### src/rtl/flag_unit8_pkg.sv
// Shared flag-unit definitions: flag bit positions, branch condition codes and
// the condition truth table used by the flag unit and the control decoder.
package flag_unit8_pkg;

  localparam int FLAG_W = 4;
  localparam int COND_W = 3;

  localparam int FLAG_Z = 0;
  localparam int FLAG_N = 1;
  localparam int FLAG_C = 2;
  localparam int FLAG_V = 3;

  typedef enum logic [COND_W-1:0] {
    COND_ALWAYS = 3'b000,
    COND_Z      = 3'b001,
    COND_NZ     = 3'b010,
    COND_C      = 3'b011,
    COND_NC     = 3'b100,
    COND_N      = 3'b101,
    COND_V      = 3'b110,
    COND_HI     = 3'b111
  } cond_e;

  // One bit per condition code, indexed by the code itself, so a plain
  // mux on cond selects the answer.
  function automatic logic [7:0] cond_table(input logic [FLAG_W-1:0] f);
    logic [7:0] t;
    t          = '0;
    t[COND_ALWAYS] = 1'b1;
    t[COND_Z]  = f[FLAG_Z];
    t[COND_NZ] = ~f[FLAG_Z];
    t[COND_C]  = f[FLAG_C];
    t[COND_NC] = ~f[FLAG_C];
    t[COND_N]  = f[FLAG_N];
    t[COND_V]  = f[FLAG_V];
    t[COND_HI] = f[FLAG_C] & ~f[FLAG_Z];
    return t;
  endfunction

endpackage

### src/rtl/flag_unit8_zero_detect8.sv
// 8-input NOR built as a balanced OR tree followed by a single inverter.
module zero_detect8 (
  input  logic [7:0] data,
  output logic       zero
);

  logic [3:0] or_l1;
  logic [1:0] or_l2;
  logic       or_l3;

  genvar gi;
  generate
    for (gi = 0; gi < 4; gi++) begin : g_l1
      or u_or1 (or_l1[gi], data[2*gi], data[2*gi+1]);
    end
    for (gi = 0; gi < 2; gi++) begin : g_l2
      or u_or2 (or_l2[gi], or_l1[2*gi], or_l1[2*gi+1]);
    end
  endgenerate

  or  u_or3 (or_l3, or_l2[0], or_l2[1]);
  not u_inv (zero, or_l3);

endmodule

### src/rtl/flag_unit8.sv
// Flag register for the 8-bit ALU result bus with sticky multi-byte Z and
// a branch condition evaluator on the latched flags.
module flag_unit8
  import flag_unit8_pkg::*;
#(
  parameter logic [FLAG_W-1:0] RESET_FLAGS = 4'b0000
) (
  input  logic              clk,
  input  logic              rst_n,
  input  logic [7:0]        result,
  input  logic              carry_in,
  input  logic              ovf_in,
  input  logic              update,
  input  logic              chain,
  input  logic              load,
  input  logic [FLAG_W-1:0] load_data,
  input  logic [COND_W-1:0] cond,
  output logic [FLAG_W-1:0] flags,
  output logic              cond_true,
  output logic              zero_now
);

  logic              zero_det;
  logic [FLAG_W-1:0] upd_val;
  logic [FLAG_W-1:0] flags_reg;
  logic [FLAG_W-1:0] flags_next;
  logic [FLAG_W-1:0] eval_flags;
  logic [7:0]        cond_vec;
  logic [3:0]        mux_s1;
  logic [1:0]        mux_s2;

  zero_detect8 u_zero_detect (
    .data (result),
    .zero (zero_det)
  );

  assign zero_now = zero_det;

  // Chained updates AND into the held Z so one nonzero byte poisons the word.
  assign upd_val[FLAG_Z] = chain ? (flags_reg[FLAG_Z] & zero_det) : zero_det;
  assign upd_val[FLAG_N] = result[7];
  assign upd_val[FLAG_C] = carry_in;
  assign upd_val[FLAG_V] = ovf_in;

  genvar gi;
  generate
    for (gi = 0; gi < FLAG_W; gi++) begin : g_flag_mux
      assign flags_next[gi] = load   ? load_data[gi] :
                              update ? upd_val[gi]   :
                                       flags_reg[gi];
    end
  endgenerate

  always_ff @(posedge clk) begin
    if (!rst_n) begin
      flags_reg <= RESET_FLAGS;
    end else begin
      flags_reg <= flags_next;
    end
  end

  assign flags = flags_reg;

  // While reset is asserted the branch logic already sees the reset flags.
  assign eval_flags = rst_n ? flags_reg : RESET_FLAGS;
  assign cond_vec   = cond_table(eval_flags);

  generate
    for (gi = 0; gi < 4; gi++) begin : g_cond_s1
      assign mux_s1[gi] = cond[0] ? cond_vec[2*gi+1] : cond_vec[2*gi];
    end
    for (gi = 0; gi < 2; gi++) begin : g_cond_s2
      assign mux_s2[gi] = cond[1] ? mux_s1[2*gi+1] : mux_s1[2*gi];
    end
  endgenerate

  assign cond_true = cond[2] ? mux_s2[1] : mux_s2[0];

endmodule

### config.mk
export PLATFORM = sky130hd
export DESIGN_NAME = flag_unit8
export DESIGN_NICKNAME = d
export VERILOG_FILES = /design/src/rtl/flag_unit8_pkg.sv /design/src/rtl/flag_unit8_zero_detect8.sv /design/src/rtl/flag_unit8.sv
export SDC_FILE = /design/constraint.sdc
export NUM_CORES = 1
export LEC_CHECK = 0
export CAP_MARGIN = 40
export CELL_PAD_IN_SITES_DETAIL_PLACEMENT = 0
export CELL_PAD_IN_SITES_GLOBAL_PLACEMENT = 1
export CORE_MARGIN = 3
export CORE_UTILIZATION = 21
export CTS_BUF_LIST = sky130_fd_sc_hd__clkbuf_4
export DETAILED_ROUTE_END_ITERATION = 16
export PLACE_DENSITY = 0.93
export REMOVE_ABC_BUFFERS = 1
export SETUP_SLACK_MARGIN = 0.4
export SLEW_MARGIN = 15
export SYNTH_ARGS = -nofsm -noshare
export SYNTH_HDL_FRONTEND = slang
export SYNTH_SLANG_ARGS = --single-unit
### constraint.sdc
create_clock -name clk -period 3.4 [get_ports clk]
set_input_delay 0.68 -clock clk [delete_from_list [all_inputs] [get_ports clk]]
set_output_delay 0.68 -clock clk [all_outputs]
set_load 0.005 [all_outputs]
==> results of run 1 <==
-- kinds of logic after synthesis --
logic type	Yosys count
compound gates	12
buf+inv	3
flops	4
mux	4
simple gates	15
-- per-stage QoR --
| step | power [W] | cells | hold slack, ns | utilization | setup WS, ns |
|---|---|---|---|---|---|
| floorplan | 0.00006684 | 36 | 0.6409 | - | 1.364 |
| CTS | 0.0001669 | 81 | 0.6716 | 0.4578 | 0.4299 |
| detailed placement | 0.0001061 | 78 | 0.6585 | 0.4374 | 0.3038 |
| global placement | 0.0001049 | 78 | 0.6554 | 0.4374 | 0.4026 |
| global route | 0.0001765 | 81 | 0.6961 | 0.4606 | 0.4347 |
| finish | 0.0001640 | 81 | 0.6706 | 0.4606 | 0.4836 |
-- power groups by stage --
stage | clock network (W) | logic (W) | registers (W)
final | 0.0000584 | 0.0000527 | 0.0000530
after global routing | 0.0000663 | 0.0000567 | 0.0000535
after detailed placement | 0 | 0.0000524 | 0.0000537
after floorplan | 0 | 0.0000135 | 0.0000534
after global placement | 0 | 0.0000513 | 0.0000536
after CTS | 0.0000613 | 0.0000526 | 0.0000530
-- worst max-delay path by stage --
stage              start         to  slack (ns)  depth (start not counted)
2_1_floorplan  result[6]   zero_now        1.36                          2
3_3_place_gp     cond[1]  cond_true        0.40                          5
3_5_place_dp     cond[1]  cond_true        0.30                          5
4_1_cts        result[7]   zero_now        0.43                          4
5_1_grt        result[7]   zero_now        0.43                          4
6_report       result[3]   zero_now        0.48                          4
-- worst max-delay path, cell delays in order --
cell and delay (ns):
clkdlybuf4s50_1 0.39, or4_4 0.54, nor2_1 0.11, clkdlybuf4s50_1 0.50
-- layout by cell type (no fill, tap or decap), drive strengths merged --
cell type      instances
a31oi                  1
and3                   1
nor2                   1
mux2i                  3
o31ai                  1
and2                   3
a2111oi                1
nand3b                 1
nand2                  4
nor2b                  1
mux2                   1
dfxtp                  4
or4                    2
nand2b                 1
dlygate4sd2            1
clkdlybuf4s50         26
o21ai                  3
o211ai                 1
and3b                  1
o21a                   1
clkbuf                 3
a21oi                  2
o21bai                 1
inv                    1
a311oi                 1
-- routing by layer --
| layer | track usage | vias up | share of wire |
|---|---|---|---|
| li1 | - | 201 | - |
| met1 | 0.1108 | 178 | 0.39 |
| met2 | 0.1860 | 12 | 0.54 |
| met3 | 0.06911 | 0 | 0.071 |
| met4 | 0.03614 | 0 | 0 |
| met5 | 0 | - | 0 |
-- cell type report --
class | count | area share
Multi-Input combinational cell | 31 | 0.3662
Tap cell | 15 | 0.03018
Timing Repair Buffer | 27 | 0.4326
Inverter | 1 | 0.006036
Sequential cell | 4 | 0.1288
Clock buffer | 3 | 0.03622
-- what timing repair did --
| item | CTS | global route |
|---|---|---|
| endpoints found under the hold margin | 0 | 0 |
| resized for setup | 2 | 1 |
| setup endpoints to repair | 1 | 1 |
| cloned | 0 | 0 |
==> flow_metrics.py, run 1 <==
metrics = {
    "floorplan": {
        "num_rows": 13,
        "dieArea_sq_um": 1975,
        "die_w_um": 44.44,
        "io_pins": 28,
        "initial_core_util": 0.2298,
        "die-height_um": 44.44,
        "core_area_sq_um": 1350,
    },
    "timing": {
        "clock-skew-final_ns": 0,
        "min_period_ns": 2.916,
        "setup_viol": 0,
        "max_freq_mhz": 342.9,
        "finalMaxSlewViolations": 0,
        "rsz0062_at_grt": "false",
        "worstMarginPinSlew_ns": 0.3013,
        "relSlewSlack": 0.7985,
        "post-route-period-util": 0.8578,
        "fin_setup_tns_ns": 0,
        "finalHoldViolCount": 0,
    },
    "critical_path": {
        "cp.required_ns": 2.72,
        "r2r-start": "flags[0]",
        "path_class": "primary input to output pin",
        "reg2reg_depth": 3,
        "cp_data_arrival_time_ns": 2.24,
        "cp_max_fo": 2,
        "worst_setup_path_start_kind": "primary input",
        "worst_r2r_endpoint": "flags[0]",
        "end_kind": "output pin",
        "r2r_slack_ns": 2.41,
    },
    "cells_and_area": {
        "antenna_cells": 0,
        "multi_input_area_sq_um": 227.7,
        "fillers": 151,
        "drive_gt1_frac": 0.1212,
        "fin_area_sq_um": 621.8,
        "regArea_sq_um": 80.08,
        "nNetsFinal": 90,
        "area_delta_synth_final_pct": 100.4,
        "largest_reg_flops": 4,
    },
    "synthesis": {
        "ys_warn_count": 0,
        "synth.avg_cell_area_sq_um": 8.166,
        "synth_top_family_by_area": "simple AND/OR/NAND/NOR gates",
        "synthXorXnorAreaFrac": 0,
        "synth_compound_area_frac": 0.2742,
        "synth_seq_area_share": 0.2581,
        "async_reset_ff_frac": 0,
        "syn_area_sq_um": 310.3,
        "synth-simple-area-share": 0.2944,
        "synthMuxAreaShare": 0.1331,
        "synth-seq-cells": 4,
        "ys.flop_type": "dfxtp_1",
        "synth_fa_ha_area_frac": 0,
        "yosysTopAreaCellShare": 0.2581,
        "synth_area_leaders": "dfxtp_1 26%, mux2i_1 9.7%, and2_1 6.0%, o21ai_0 4.8%, a2111oi_2 4.8%",
        "synth_cell_type_count": 25,
        "synthCells": 38,
        "yosys.area.top_type": "dfxtp_1",
        "synthTopCellsByCount": "4 x dfxtp_1, 4 x nand2_1, 3 x and2_1, 3 x mux2i_1, 3 x o21ai_0",
        "synth-edff-count": 0,
    },
    "hold_path": {
        "min_to": "flags[3]",
        "hold_path.class": "register to register",
        "hold-path-cell-count": 3,
        "min_from": "flags[3]",
    },
    "global_route": {
        "overflow": 0,
        "antenna_found_initial": 0,
        "grt_pass1_wl_mm": 1.538,
        "first_global_vias": 348,
        "grt_max_degree": 10,
        "grt_usage": 0.1103,
    },
    "route": {
        "viasPerCell": 4.827,
        "avgRoutedWirePerCell_um": 12.01,
        "wirelength_um": 973,
        "via_count": 391,
        "first_pass_iters": 3,
        "drc": 0,
        "ant_nets": 0,
        "drtIter0Drc": 4,
    },
    "place": {
        "numPortBuffers": 27,
        "dpl_cell_area_sq_um": 590.6,
        "dp_hpwl_um": 822.8,
        "gp_congestion": 0.6492,
    },
    "cts": {
        "postCtsSetupRepairBufs": 0,
        "path_clk_slew_ns": 0.04,
        "cts_tree": "done",
        "cts_root_buf": "clkbuf_4",
        "clk_latency_ns": 0.23,
        "numCtsBuffers": 3,
        "cts_hold_buf": 0,
        "clock-sinks": 4,
        "h-tree-depth": 1,
        "clockBufferDepth": 2,
    },
    "pwr": {
        "leakagePower_nw": 0.2359,
        "comb_power_share": 0.321,
        "p_sw_w": 0.00003813,
        "powerDensity_nw_per_um2": 263.8,
        "internal-power_w": 0.0001259,
        "irDropWorstVdd_mv": 0.1149,
        "clockPowerShare": 0.356,
        "swShare": 0.2325,
        "p_seq_frac": 0.323,
    },
    "run_status": {
        "status": "finished, final reports clean",
    },
    "run": {
        "cap_viol_max_count": 0,
    },
}
Note: power is estimated with default switching activity, not from simulation.
==> run 2: changes to the inputs <==
CORE_MARGIN = 4   (was 3)
==> run 2 against run 1 <==
  * Wire length shrank 3.4%
  * Count of clock-buffer cells in the layout is the same
  * Highest routed layer unchanged
  * Largest power group unchanged
  * Sequential power is essentially flat
  * Maximum frequency shrank 1.0%
  * Critical path type unchanged
  * Combinational power shrank 4%
==> flow_metrics.py, run 2 (synthesis results as in run 1) <==
metrics = {
    "floorplan": {
        "initial_core_util": 0.2298,
        "dieArea_sq_um": 2157,
        "die_w_um": 46.44,
        "num_rows": 13,
        "io_pins": 28,
        "die-height_um": 46.44,
        "core_area_sq_um": 1350,
    },
    "timing": {
        "min_period_ns": 2.946,
        "rsz0062_at_grt": "false",
        "post-route-period-util": 0.8666,
        "hold-worst-slack_ns": 0.6713,
        "finalHoldViolCount": 0,
        "clock-skew-final_ns": 0,
        "finalMaxSlewViolations": 0,
        "setup_viol": 0,
        "worstMarginPinSlew_ns": 0.2841,
        "max_freq_mhz": 339.4,
        "relSlewSlack": 0.8103,
        "fin_setup_tns_ns": 0,
    },
    "place": {
        "dpl_cell_area_sq_um": 590.6,
        "dp_hpwl_um": 791,
        "numPortBuffers": 27,
        "gp_congestion": 0.6718,
    },
    "pwr": {
        "internal-power_w": 0.0001255,
        "irDropWorstVdd_mv": 0.1477,
        "p_sw_w": 0.00003707,
        "comb_power_share": 0.312,
        "p_seq_frac": 0.326,
        "clockPowerShare": 0.362,
        "leakagePower_nw": 0.2423,
        "swShare": 0.2280,
        "powerDensity_nw_per_um2": 264.7,
    },
    "cts": {
        "cts_tree": "done",
        "numCtsBuffers": 3,
        "h-tree-depth": 1,
        "path_clk_slew_ns": 0.03,
        "clock-sinks": 4,
        "clockBufferDepth": 2,
        "cts_root_buf": "clkbuf_4",
        "postCtsSetupRepairBufs": 0,
        "clk_latency_ns": 0.23,
        "cts_hold_buf": 0,
    },
    "critical_path": {
        "r2r_slack_ns": 2.41,
        "cp_max_fo": 2,
        "end_kind": "output pin",
        "slowest_delay_ns": 0.55,
        "cp.required_ns": 2.72,
        "cp_num_buf_inv": 2,
        "slowest_stage": "or4_1",
        "worst_setup_path_start_kind": "primary input",
        "path_class": "primary input to output pin",
        "critPathTopFamily": "buffers and inverters",
        "cp_cell_sequence": "clkdlybuf4s50_1, or4_1, nor2_1, clkdlybuf4s50_1",
        "cp_data_arrival_time_ns": 2.27,
        "cp_common_cell": "clkdlybuf4s50_1",
    },
    "cells_and_area": {
        "drive_gt1_frac": 0.09091,
        "multi_input_area_sq_um": 217.7,
        "largest_reg_flops": 4,
        "final_common_cell": "clkdlybuf4s50_1",
        "fin_area_sq_um": 614.3,
        "fillers": 140,
        "mostFrequentLayoutCells": "25 x clkdlybuf4s50_1, 4 x nand2_1, 4 x dfxtp_1",
        "regArea_sq_um": 80.08,
        "nNetsFinal": 90,
        "area_delta_synth_final_pct": 97.98,
        "antenna_cells": 0,
    },
    "route": {
        "via_count": 381,
        "viasPerCell": 4.704,
        "first_pass_iters": 2,
        "avgRoutedWirePerCell_um": 11.60,
        "wirelength_um": 940,
        "drc": 0,
        "drtIter0Drc": 2,
        "ant_nets": 0,
    },
    "global_route": {
        "grt_max_degree": 10,
        "antenna_found_initial": 0,
        "grt_pass1_wl_mm": 1.359,
        "first_global_vias": 338,
        "overflow": 0,
        "grt_usage": 0.09084,
    },
    "run_status": {
        "status": "finished, final reports clean",
    },
    "run": {
        "cap_viol_max_count": 0,
    },
    "hold_path": {
        "hold_path.class": "register to register",
    },
}
-- run 2: cell types whose count changed in the layout (fill, tap and decap cells not counted) --
| cell | delta |
|---|---|
| a311oi_1 | +1 |
| or4_1 | +1 |
| or4_4 | -1 |
| dlymetal6s2s_1 | +1 |
| a311oi_2 | -1 |
| clkdlybuf4s50_1 | -1 |
-- run 2: per-layer routing --
| metal | vias to the layer above | routed length, um | share of wire | GRT usage |
|---|---|---|---|---|
| met5 | - | 0 | 0 | 0 |
| met4 | 0 | 0 | 0 | 0.06818 |
| met3 | 0 | 61 | 0.065 | 0.02344 |
| met2 | 11 | 459 | 0.49 | 0.1456 |
| met1 | 171 | 419 | 0.45 | 0.1011 |
| li1 | 199 | - | - | - |
-- run 2: final cells by class --
class / count / area share
clock buffer: 3 / 0.03666
tap: 15 / 0.03055
timing repair buffer: 27 / 0.4420
inverter: 1 / 0.006110
sequential: 4 / 0.1303
multi-input combinational: 31 / 0.3544
-- run 2: per-stage QoR --
stage           power [W]  utilization  instances  setup WS [ns]
3_5_place_dp    0.0001053       0.4374         78         0.4022
2_1_floorplan  0.00006684            -         36          1.364
5_1_grt         0.0001707       0.4551         81         0.4024
6_report        0.0001626       0.4551         81         0.4535
4_1_cts         0.0001650       0.4532         81         0.4410
3_3_place_gp    0.0001050       0.4374         78         0.4014
-- run 2: worst paths after layout --
path,start,to,cells after the start
hold / removal,flags[3],flags[3],3
hold reg to reg,flags[3],flags[3],3
setup / recovery,result[7],zero_now,4
setup reg to reg,flags[0],flags[0],3
-- run 2: repair_timing --
action                     CTS  global route
hold endpoints to repair     0             0
gates resized for setup      1             1
setup endpoints to repair    1             1
-- run 2: power groups by stage --
stage / Clock, W / Combinational, W / Sequential, W
3_3_place_gp: 0 / 0.0000513 / 0.0000536
5_1_grt: 0.0000628 / 0.0000544 / 0.0000534
3_5_place_dp: 0 / 0.0000517 / 0.0000536
6_report: 0.0000588 / 0.0000508 / 0.0000530
4_1_cts: 0.0000606 / 0.0000515 / 0.0000529
2_1_floorplan: 0 / 0.0000135 / 0.0000534
-- run 2: worst reg2reg max path: stages, from the launching register on --
cell	delay, ns
dfxtp_1	0.40
inv_1	0.09
a2111oi_2	0.29
o21a_1	0.16
